### src/rtl/ds1302_pkg.sv
// Shared constants, FSM encoding and frame helpers for the ds1302 transaction sequencer.
package ds1302_pkg;

    localparam int unsigned TIME_W  = 56;
    localparam int unsigned FRAME_W = 88;

    localparam logic [7:0] CMD_WP_W    = 8'h8E;
    localparam logic [7:0] CMD_BURST_W = 8'hBE;
    localparam logic [7:0] CMD_BURST_R = 8'hBF;
    localparam logic [7:0] WP_SET      = 8'h80;
    localparam logic [7:0] WP_CLR      = 8'h00;

    // Time word position inside a write frame: after the WP command, WP data and burst command.
    localparam int unsigned FRAME_TIME_LSB = 24;

    localparam logic [FRAME_W-1:0] RD_FRAME = {80'h0, CMD_BURST_R};

    typedef enum logic [2:0] {
        StPwrup,
        StWrReq,
        StWrWait,
        StRdReq,
        StRdWait,
        StGap,
        StIdle
    } state_e;

    function automatic logic [FRAME_W-1:0] wr_frame(input logic [TIME_W-1:0] t);
        logic [FRAME_W-1:0] f;
        f = {WP_SET, {TIME_W{1'b0}}, CMD_BURST_W, WP_CLR, CMD_WP_W};
        f[FRAME_TIME_LSB +: TIME_W] = t;
        return f;
    endfunction

endpackage

### src/rtl/ds1302_ctrl_if.sv
// Frame handshake between the sequencer (master) and ds1302_intf (slave).
interface ds1302_ctrl_if;
    import ds1302_pkg::*;

    logic               wr_vld;
    logic               wr;
    logic [FRAME_W-1:0] din;
    logic [TIME_W-1:0]  data;
    logic               opera_done;

    modport master (output wr_vld, wr, din, input data, opera_done);
    modport slave  (input wr_vld, wr, din, output data, opera_done);

endinterface

### src/rtl/ds1302_dly_cnt.sv
// Loadable down-counter that saturates at zero; expire_o is high while the count is zero.
module ds1302_dly_cnt #(
    parameter int unsigned      Width  = 32,
    parameter logic [Width-1:0] RstVal = '0
) (
    input  logic             clk,
    input  logic             rst,
    input  logic             start_i,
    input  logic [Width-1:0] len_i,
    output logic             expire_o
);

    logic [Width-1:0] cnt_q, cnt_d;

    always_comb begin
        cnt_d = cnt_q;
        if (start_i) begin
            cnt_d = len_i;
        end else if (cnt_q != '0) begin
            cnt_d = cnt_q - 1'b1;
        end
    end

    always_ff @(posedge clk or posedge rst) begin
        if (rst) begin
            cnt_q <= RstVal;
        end else begin
            cnt_q <= cnt_d;
        end
    end

    assign expire_o = (cnt_q == '0);

endmodule

### src/rtl/ds1302_ctrl.sv
// Sequencer upstream of ds1302_intf: start-up clock set, periodic burst reads, queued set requests.
// Optional transaction watchdog with sticky err: define DS1302_CTRL_TIMEOUT_EN.
module ds1302_ctrl
    import ds1302_pkg::*;
#(
    parameter int unsigned       PWRUP_CYC   = 2_500_000,
    parameter int unsigned       POLL_CYC    = 5_000_000,
    parameter int unsigned       GAP_CYC     = 250,
    parameter int unsigned       TIMEOUT_CYC = 50_000,
    parameter logic [TIME_W-1:0] INIT_TIME   = 56'h24_01_01_01_00_00_00
) (
    input  logic              clk,
    input  logic              rst,
    input  logic              set_vld_i,
    input  logic [TIME_W-1:0] set_time_i,
    output logic [TIME_W-1:0] time_bcd_o,
    output logic              time_vld_o,
    output logic              busy_o,
    output logic              err_o,
    ds1302_ctrl_if.master     bus_if
);

`ifdef DS1302_CTRL_TIMEOUT_EN
    localparam bit TimeoutEn = 1'b1;
`else
    localparam bit TimeoutEn = 1'b0;
`endif

    state_e             state_q, state_d;
    logic               done_q, done_rise;
    logic               pending_q, pending_d;
    logic [TIME_W-1:0]  set_time_q, set_time_d, next_time;
    logic               wr_q, wr_d;
    logic [FRAME_W-1:0] din_q, din_d;
    logic [TIME_W-1:0]  time_bcd_q, time_bcd_d;
    logic               time_vld_q, time_vld_d;
    logic               err_q, err_d;
    logic [31:0]        wdog_q, wdog_d;
    logic               wdog_hit, in_wait;
    logic               wr_vld;
    logic               dly_start, dly_exp, poll_start, poll_exp;

    ds1302_dly_cnt #(
        .Width  (32),
        .RstVal (32'(PWRUP_CYC - 1))
    ) u_dly (
        .clk      (clk),
        .rst      (rst),
        .start_i  (dly_start),
        .len_i    (32'(GAP_CYC - 1)),
        .expire_o (dly_exp)
    );

    // Expiry is seen in IDLE one cycle before RD_REQ, hence the extra cycle taken off the load.
    ds1302_dly_cnt #(
        .Width  (32),
        .RstVal ('0)
    ) u_poll (
        .clk      (clk),
        .rst      (rst),
        .start_i  (poll_start),
        .len_i    (32'(POLL_CYC - 2)),
        .expire_o (poll_exp)
    );

    assign done_rise = bus_if.opera_done & ~done_q;
    assign in_wait   = (state_q == StWrWait) || (state_q == StRdWait);
    assign wdog_hit  = TimeoutEn && in_wait && (wdog_q == 32'(TIMEOUT_CYC - 1));
    assign wdog_d    = (TimeoutEn && in_wait) ? wdog_q + 32'd1 : '0;
    // A set request arriving in the very cycle a write is launched goes straight into that frame.
    assign next_time = set_vld_i ? set_time_i : set_time_q;

    always_comb begin
        state_d    = state_q;
        pending_d  = pending_q;
        set_time_d = set_time_q;
        wr_d       = wr_q;
        din_d      = din_q;
        time_bcd_d = time_bcd_q;
        time_vld_d = 1'b0;
        err_d      = err_q;
        wr_vld     = 1'b0;
        busy_o     = 1'b0;
        dly_start  = 1'b0;
        poll_start = 1'b0;

        if (set_vld_i) begin
            pending_d  = 1'b1;
            set_time_d = set_time_i;
        end

        unique case (state_q)
            StPwrup: begin
                if (dly_exp) begin
                    state_d = StWrReq;
                    wr_d    = 1'b0;
                    din_d   = wr_frame(INIT_TIME);
                end
            end
            StWrReq: begin
                wr_vld  = 1'b1;
                busy_o  = 1'b1;
                state_d = StWrWait;
            end
            StWrWait: begin
                busy_o = 1'b1;
                if (done_rise) begin
                    state_d   = StGap;
                    dly_start = 1'b1;
                end else if (wdog_hit) begin
                    state_d   = StGap;
                    dly_start = 1'b1;
                    err_d     = 1'b1;
                    pending_d = 1'b1;
                    if (!set_vld_i) begin
                        set_time_d = din_q[FRAME_TIME_LSB +: TIME_W];
                    end
                end
            end
            StRdReq: begin
                wr_vld     = 1'b1;
                busy_o     = 1'b1;
                poll_start = 1'b1;
                state_d    = StRdWait;
            end
            StRdWait: begin
                busy_o = 1'b1;
                if (done_rise) begin
                    time_bcd_d = bus_if.data;
                    time_vld_d = 1'b1;
                    state_d    = StGap;
                    dly_start  = 1'b1;
                end else if (wdog_hit) begin
                    err_d     = 1'b1;
                    state_d   = StGap;
                    dly_start = 1'b1;
                end
            end
            StGap: begin
                if (!dly_exp) begin
                    busy_o = 1'b1;
                end else if (pending_q) begin
                    state_d   = StWrReq;
                    wr_d      = 1'b0;
                    din_d     = wr_frame(next_time);
                    pending_d = 1'b0;
                end else begin
                    state_d = StIdle;
                end
            end
            StIdle: begin
                if (pending_q) begin
                    state_d   = StWrReq;
                    wr_d      = 1'b0;
                    din_d     = wr_frame(next_time);
                    pending_d = 1'b0;
                end else if (poll_exp) begin
                    state_d = StRdReq;
                    wr_d    = 1'b1;
                    din_d   = RD_FRAME;
                end
            end
            default: state_d = StIdle;
        endcase
    end

    always_ff @(posedge clk or posedge rst) begin
        if (rst) begin
            state_q    <= StPwrup;
            done_q     <= 1'b0;
            pending_q  <= 1'b0;
            set_time_q <= '0;
            wr_q       <= 1'b1;
            din_q      <= '0;
            time_bcd_q <= '0;
            time_vld_q <= 1'b0;
            err_q      <= 1'b0;
            wdog_q     <= '0;
        end else begin
            state_q    <= state_d;
            done_q     <= bus_if.opera_done;
            pending_q  <= pending_d;
            set_time_q <= set_time_d;
            wr_q       <= wr_d;
            din_q      <= din_d;
            time_bcd_q <= time_bcd_d;
            time_vld_q <= time_vld_d;
            err_q      <= err_d;
            wdog_q     <= wdog_d;
        end
    end

    assign bus_if.wr_vld = wr_vld;
    assign bus_if.wr     = wr_q;
    assign bus_if.din    = din_q;
    assign time_bcd_o    = time_bcd_q;
    assign time_vld_o    = time_vld_q;
    assign err_o         = err_q;

endmodule

### src/flat_wrapper.sv
// flat-port wrapper written by rule: the top's interface ports become plain ports
module ds1302_ctrl_flat import ds1302_pkg::*;
#(
    parameter int unsigned       PWRUP_CYC   = 2_500_000,
    parameter int unsigned       POLL_CYC    = 5_000_000,
    parameter int unsigned       GAP_CYC     = 250,
    parameter int unsigned       TIMEOUT_CYC = 50_000,
    parameter logic [TIME_W-1:0] INIT_TIME   = 56'h24_01_01_01_00_00_00
)
  (clk, rst, set_vld_i, set_time_i, time_bcd_o, time_vld_o, busy_o, err_o, bus_if_wr_vld, bus_if_wr, bus_if_din, bus_if_data, bus_if_opera_done);
  ds1302_ctrl_if bus_if_i ();
  input  logic clk;
  input  logic rst;
  input  logic set_vld_i;
  input  logic [TIME_W-1:0] set_time_i;
  output logic [TIME_W-1:0] time_bcd_o;
  output logic time_vld_o;
  output logic busy_o;
  output logic err_o;
  output wire logic [$bits(bus_if_i.wr_vld)-1:0] bus_if_wr_vld;
  output wire logic [$bits(bus_if_i.wr)-1:0] bus_if_wr;
  output wire logic [$bits(bus_if_i.din)-1:0] bus_if_din;
  input wire logic [$bits(bus_if_i.data)-1:0] bus_if_data;
  input wire logic [$bits(bus_if_i.opera_done)-1:0] bus_if_opera_done;
  assign bus_if_wr_vld = bus_if_i.wr_vld;
  assign bus_if_wr = bus_if_i.wr;
  assign bus_if_din = bus_if_i.din;
  assign bus_if_i.data = bus_if_data;
  assign bus_if_i.opera_done = bus_if_opera_done;
  ds1302_ctrl #(.PWRUP_CYC(PWRUP_CYC), .POLL_CYC(POLL_CYC), .GAP_CYC(GAP_CYC), .TIMEOUT_CYC(TIMEOUT_CYC), .INIT_TIME(INIT_TIME)) u_core (.clk(clk), .rst(rst), .set_vld_i(set_vld_i), .set_time_i(set_time_i), .time_bcd_o(time_bcd_o), .time_vld_o(time_vld_o), .busy_o(busy_o), .err_o(err_o), .bus_if(bus_if_i));
endmodule
### config.mk
export PLATFORM = sky130hd
export DESIGN_NAME = ds1302_ctrl_flat
export DESIGN_NICKNAME = d
export VERILOG_FILES = /design/src/rtl/ds1302_pkg.sv /design/src/rtl/ds1302_ctrl_if.sv /design/src/rtl/ds1302_dly_cnt.sv /design/src/rtl/ds1302_ctrl.sv /design/src/flat_wrapper.sv
export SDC_FILE = /design/constraint.sdc
export NUM_CORES = 1
export LEC_CHECK = 0
export BUFFER_PORTS_ARGS = -buffer_cell sky130_fd_sc_hd__buf_2
export CAP_MARGIN = 5
export CORE_ASPECT_RATIO = 1.2
export CORE_MARGIN = 5
export CORE_UTILIZATION = 54
export CTS_CLUSTER_SIZE = 12
export DETAILED_ROUTE_END_ITERATION = 12
export GPL_TIMING_DRIVEN = 0
export PLACE_DENSITY = 0.85
export SKIP_CTS_REPAIR_TIMING = 1
export SLEW_MARGIN = 5
export SYNTH_ARGS = -nofsm -noshare
export SYNTH_HDL_FRONTEND = slang
export SYNTH_SLANG_ARGS = --single-unit
### constraint.sdc
create_clock -name clk -period 10.5 [get_ports clk]
set_input_delay 1.05 -clock clk [delete_from_list [all_inputs] [get_ports clk]]
set_output_delay 1.05 -clock clk [all_outputs]
set_load 0.01 [all_outputs]
### Word-level counts from Yosys, hierarchy flattened

Cells that the tools add are included.

* register bits: 271
* bits of input ports: 116

* reductions and logical operators: 14
* add/sub/neg operators: 2
* muxes and demuxes: 35
* bitwise gates (word level): 2
* equal/unequal tests: 11

Operator list (number)
* 2-to-1 mux 88 bit: 5
* case mux 88 bit (3 select lines): 1
* 2-to-1 mux 32 bit: 4
* logical NOT 32 bit: 2
* nonzero test 32 bit: 2
* subtractor 32 x 1 -> 32 bit (second input constant): 2
* 2-to-1 mux 56 bit: 1
* 2-to-1 mux 3 bit: 6
* case mux 3 bit (6 select lines): 1
* 2-to-1 mux 1 bit: 14
* == test 3 bit (second input constant): 3
* != test 2 x 1 -> 1 bit (second input constant): 4
* == test 3 x 2 -> 1 bit (second input constant): 2
* AND reduction 5 bit: 1
* case mux 1 bit (2 select lines): 2
* AND reduction 4 bit: 1
* nonzero test 2 bit: 2
* OR reduction 2 bit: 2
* OR reduction 4 bit: 1
* == test 3 x 1 -> 1 bit (second input constant): 1
* logical NOT 3 bit: 1
* != test 3 x 1 -> 1 bit (second input constant): 1
* case mux 1 bit (3 select lines): 1
* nonzero test 3 bit: 1
* other kinds (3): 3

### Depth between registers and ports, before layout

* depth in word-level cells: 5
* depth in mapped cells: 11

### Modules after synthesis

From an unflattened synthesis, not the netlist that was laid out.

* cells, all modules: 979
* area, all modules: 11446.0 µm²

By module, submodules not included
* ds1302_ctrl: cells each 567, sequential area each 4455.5 µm², times used 1, area an instance 7664.9 µm²
* ds1302_dly_cnt (u_core.u_dly): cells each 206, sequential area each 815.8 µm², times used 1, area an instance 1898.1 µm²
* ds1302_dly_cnt (u_core.u_poll): cells each 206, sequential area each 800.8 µm², times used 1, area an instance 1883.1 µm²

### Worst setup path after synthesis

No wires, ideal clock.

* path type: register to output
* start point: register u_core.u_dly.cnt_q[24]
* end point: output busy_o
* arrival time: 1.672 ns
* path buffers: 1
* required time: 9.450 ns
* stages on the path, launching flop included: 6
* slack: 7.778 ns
* cell sequence: dfrtp_1 > or4_1 > buf_2 > nor4_1 > a41o_1 > a21oi_1

* word-level cells in the longest chain between the ends: 3

Ends and longest elaborated chain
* start, declared: RTL line ds1302_dly_cnt.sv:13 `logic [Width-1:0] cnt_q, cnt_d;`
* start signal, assigned: RTL line ds1302_dly_cnt.sv:26 `cnt_q <= RstVal;`
* start signal, assigned: RTL line ds1302_dly_cnt.sv:28 `cnt_q <= cnt_d;`
* logical NOT 32 bit: RTL line ds1302_dly_cnt.sv:32 `assign expire_o = (cnt_q == '0);`
* 2-to-1 mux 1 bit: RTL line ds1302_ctrl.sv:140 `if (!dly_exp) begin`
* case mux 1 bit (2 select lines): RTL line ds1302_ctrl.sv:92 `unique case (state_q)`
* end, declared: RTL line flat_wrapper.sv:18 `output logic busy_o;`

Every way passes these cells.

### Worst setup path in the final report

Ends and elaborated chain as after synthesis.

==> results.toml <==
[routing]
post-route-drc-count = 0
drt-initial-drc-count = 563
routed-via-count = 8640
antenna_violating_nets_left = 0
firstDrtPassIters = 7
viasPerCell = 5.53
wirelength_mm = 27.7
drt-wirelength-per-cell_um = 17.7

[worst_setup_path]
cpMostUsedCell = "sky130_fd_sc_hd__buf_2"
reg2reg_to = "u_core.bus_if.din[39]$_DFFE_PP0P_"
timing.critical_path.from_type = "flip-flop"
critPathSlowestCell = "sky130_fd_sc_hd__or4_1"
cp_num_buf_inv = 2
required_ps = 9450
max_fo_critical_path = 7
critical_path_class = "reg -> out"
cp_top_family = "simple AND/OR/NAND/NOR gates"
timing.critical_path.arrival_ps = 2500
cp_slowest_stage_delay_ps = 520
rrSetupSlack_ps = 7460
worstRegToRegCells = 11
timing.rr.start = "u_core.u_poll.cnt_q[0]$_DFFE_PP0P_"
path_cells = "or4_1 > buf_2 > nor4_1 > a41o_1 > a21oi_1 > buf_2"
crit_path_end_kind = "primary output"

[worst_hold_path]
hold_start = "u_core.time_bcd_o[49]$_DFFE_PP0P_"
min_delay_path_depth = 2
min_delay_worst_endpoint = "u_core.time_bcd_o[49]$_DFFE_PP0P_"
min-delay-path-class = "reg -> reg"

[global_routing]
global_route_wire_length_before_repair_mm = 44.5
grt_antenna_before_repair = 7
grt_max_degree = 83
first_global_vias = 8790
grt-ovfl-total = 0
gr-usage-all-layers = 0.234

[cells_and_area]
drive_above_1_share = 0.317
nets = 1398
area_delta_synth_final_pct = 22.5

[cts]
cts_made_buffers = 25
worstSkewPairLatency_ps = 520
cts-htree-levels = 1
clk_pin_slew_ps = 60
clockRootBuffer = "sky130_fd_sc_hd__clkbuf_16"
cts.sink_count = 242
cts-root-to-sink-buffers = 3
cts_tree = "yes"

[logic_synthesis]
post_synth_and_or_nand_nor_area_fraction = 0.159
synth.area.mux_share = 0.0647
synthesis.area_per_instance_um2 = 10.9
synth.yosys.warnings = 0
synthCells = 987
synth_compound_gate_area_share = 0.114
synthesis.area_um2 = 10800
postSynthRegisterBits = 242
synth_top_area_frac = 0.532
synth_top_cells_by_area = "sky130_fd_sc_hd__dfrtp_1 (53%), sky130_fd_sc_hd__nand2_1 (6.7%), sky130_fd_sc_hd__mux2_2 (5.9%)"
synth_seq_area_share = 0.564
ys_top_cells_by_count = "sky130_fd_sc_hd__dfrtp_1 (229), sky130_fd_sc_hd__nand2_1 (192), sky130_fd_sc_hd__mux2_2 (56)"
synth_xor_xnor_area_share = 0.0423
largest_family_of_logic_cells_by_synthesized_area = "simple AND/OR/NAND/NOR gates"
async_flop_share = 1.00
cell_with_the_most_instances_after_synthesis = "sky130_fd_sc_hd__dfrtp_1"
synthDistinctLibCells = 57
post_synth_fa_ha_maj_area_fraction = 0.00348
main_flop_type_after_synthesis = "sky130_fd_sc_hd__dfrtp_1"
synth_largest_area_cell = "sky130_fd_sc_hd__dfrtp_1"
synth_enable_flop_cells = 0

[floorplan]
die_y_um = 165
initial_core_util = 0.549
core-area_um2 = 19600
fp.dieArea_um2 = 22900
rows = 56
die_w_um = 139
ios = 265

[sta]
part_of_the_cycle_the_worst_path_needs = 0.338
grt_setup_unrepaired = "no"
setup_viol = 0
setup-tns-final_ps = 0
minimum_clock_period_after_layout_ps = 3550
hold_violations = 0
max_freq_ghz = 0.281
report.final.slew_viol_count = 0
slew_headroom = 0.355
clock-skew-final_ps = 14.1
worst_slack_ps = 6950
worst_slew_pin_slew_ps = 959

[pwr]
power_density_nw_per_um2 = 150
ir_drop_mv = 0.146
power_leakage_uw = 0.00714

[job]
drv_cap = 0

[placed_design]
routability_congestion_estimate_from_global_placement = 0.827
detailed_place_hpwl_mm = 19.4
pre_cts_ws_ps = 7480
numPortBuffers = 245

[status]
result_of_the_run = "finished clean"
-- worst max path at each step --
stage / start / cells after the start / slack (ps) / endpoint
after floorplan: rst / 1 / 2830 / u_core.bus_if.din[23]$_DFFE_PP0P_
after global placement: rst / 2 / 310 / u_core.set_time_q[13]$_DFF_PP0_
after detailed placement: u_core.u_dly.cnt_q[24]$_DFFE_PP0P_ / 6 / 7480 / busy_o
after CTS: u_core.u_dly.cnt_q[24]$_DFFE_PP0P_ / 6 / 6920 / busy_o
after global routing: u_core.u_dly.cnt_q[24]$_DFFE_PP0P_ / 6 / 6810 / busy_o
final: u_core.u_dly.cnt_q[24]$_DFFE_PP0P_ / 6 / 6950 / busy_o
-- tightest hold or removal path: stages (launching register included) --
cell and delay (ps):
sky130_fd_sc_hd__dfrtp_1 330, sky130_fd_sc_hd__nand2_1 50, sky130_fd_sc_hd__nand2_1 50
-- layer usage --
metal,vias to the layer above,track usage,part of all wire
li1,4005,-,-
met1,4234,0.287,0.38
met2,329,0.396,0.51
met5,-,0,0.00047
met3,70,0.0617,0.078
met4,2,0.0952,0.032
-- stage by stage --
| stage | utilization | total power [uW] | hold WS [ps] | instance area [um2] | cells |
|---|---|---|---|---|---|
| global placement | 0.632 | 1170 | 453 | 12400 | 1511 |
| detailed placement | 0.635 | 1180 | 456 | 12500 | 1513 |
| CTS | 0.672 | 1990 | 471 | 13200 | 1556 |
| global route | 0.673 | 2060 | 498 | 13200 | 1562 |
| finish | 0.673 | 1980 | 469 | 13200 | 1563 |
| floorplan | - | 1120 | 472 | 10800 | 1005 |
-- where the power goes --
| part | total, uW | switching (uW) | internal (uW) |
|---|---|---|---|
| Combinational | 154 | 81.9 | 72.3 |
| Sequential | 1020 | 28.8 | 987 |
| Clock | 813 | 358 | 455 |
| Total | 1980 | 469 | 1510 |
-- area by class of cell --
class	count	area, um2
fill	1451	6420
sequential	242	6070
multi-input combinational	658	4210
timing repair buffer	247	1280
clock buffer	39	698
buffer	96	526
tap	261	327
inverter	9	41.3
clock inverter	4	26.3
antenna	7	17.5
-- sequential cells by signal, summed over array words and instances, names as in the netlist --
register / cells
u_core.set_time_q: 56
u_core.u_poll.cnt_q: 32
u_core.time_bcd_o: 56
u_core.bus_if.din: 59
u_core.time_vld_o: 1
u_core.pending_q: 1
u_core.state_q: 3
u_core.done_q: 1
u_core.u_dly.cnt_q: 32
u_core.bus_if.wr: 1
-- layout by cell type (no fill, tap or decap), types with 3 or more instances in the layout --
cell type / netlist / final
sky130_fd_sc_hd__nand2b_1: 9 / 9
sky130_fd_sc_hd__clkbuf_1: 40 / 52
sky130_fd_sc_hd__clkbuf_16: 0 / 25
sky130_fd_sc_hd__dfstp_2: 13 / 13
sky130_fd_sc_hd__inv_1: 8 / 7
sky130_fd_sc_hd__a221o_1: 5 / 5
sky130_fd_sc_hd__nand2_1: 192 / 192
sky130_fd_sc_hd__mux2_2: 56 / 56
sky130_fd_sc_hd__buf_4: 30 / 30
sky130_fd_sc_hd__buf_2: 18 / 263
sky130_fd_sc_hd__xor2_1: 14 / 14
sky130_fd_sc_hd__nor3_1: 19 / 19
sky130_fd_sc_hd__o211ai_1: 3 / 3
sky130_fd_sc_hd__buf_6: 4 / 4
sky130_fd_sc_hd__dfrtp_1: 229 / 229
sky130_fd_sc_hd__nand3_1: 9 / 9
sky130_fd_sc_hd__nor4_1: 28 / 28
sky130_fd_sc_hd__mux2_1: 5 / 5
sky130_fd_sc_hd__or4_1: 13 / 13
sky130_fd_sc_hd__conb_1: 1 / 19
sky130_fd_sc_hd__a21oi_1: 13 / 13
sky130_fd_sc_hd__nor2b_1: 6 / 6
sky130_fd_sc_hd__a41o_1: 52 / 52
sky130_fd_sc_hd__or3_1: 19 / 19
sky130_fd_sc_hd__o21ai_0: 14 / 14
sky130_fd_sc_hd__nor2_1: 52 / 52
sky130_fd_sc_hd__o21a_1: 53 / 53
sky130_fd_sc_hd__buf_1: 4 / 4
sky130_fd_sc_hd__diode_2: 0 / 7
sky130_fd_sc_hd__ha_1: 3 / 3
sky130_fd_sc_hd__xnor2_1: 38 / 38
sky130_fd_sc_hd__nand4_1: 4 / 4
-- logic make-up (layout without fill, tap and decap cells) --
| logic type | count (synthesis) | in the layout |
|---|---|---|
| other cells | 1 | 26 |
| fa+ha+maj | 3 | 3 |
| xor+xnor | 52 | 52 |
| simple gates | 368 | 368 |
| buf+inv | 105 | 395 |
| mux | 62 | 62 |
| flops | 242 | 242 |
| compound gates | 154 | 154 |
Note: power is estimated with default switching activity, not from simulation.
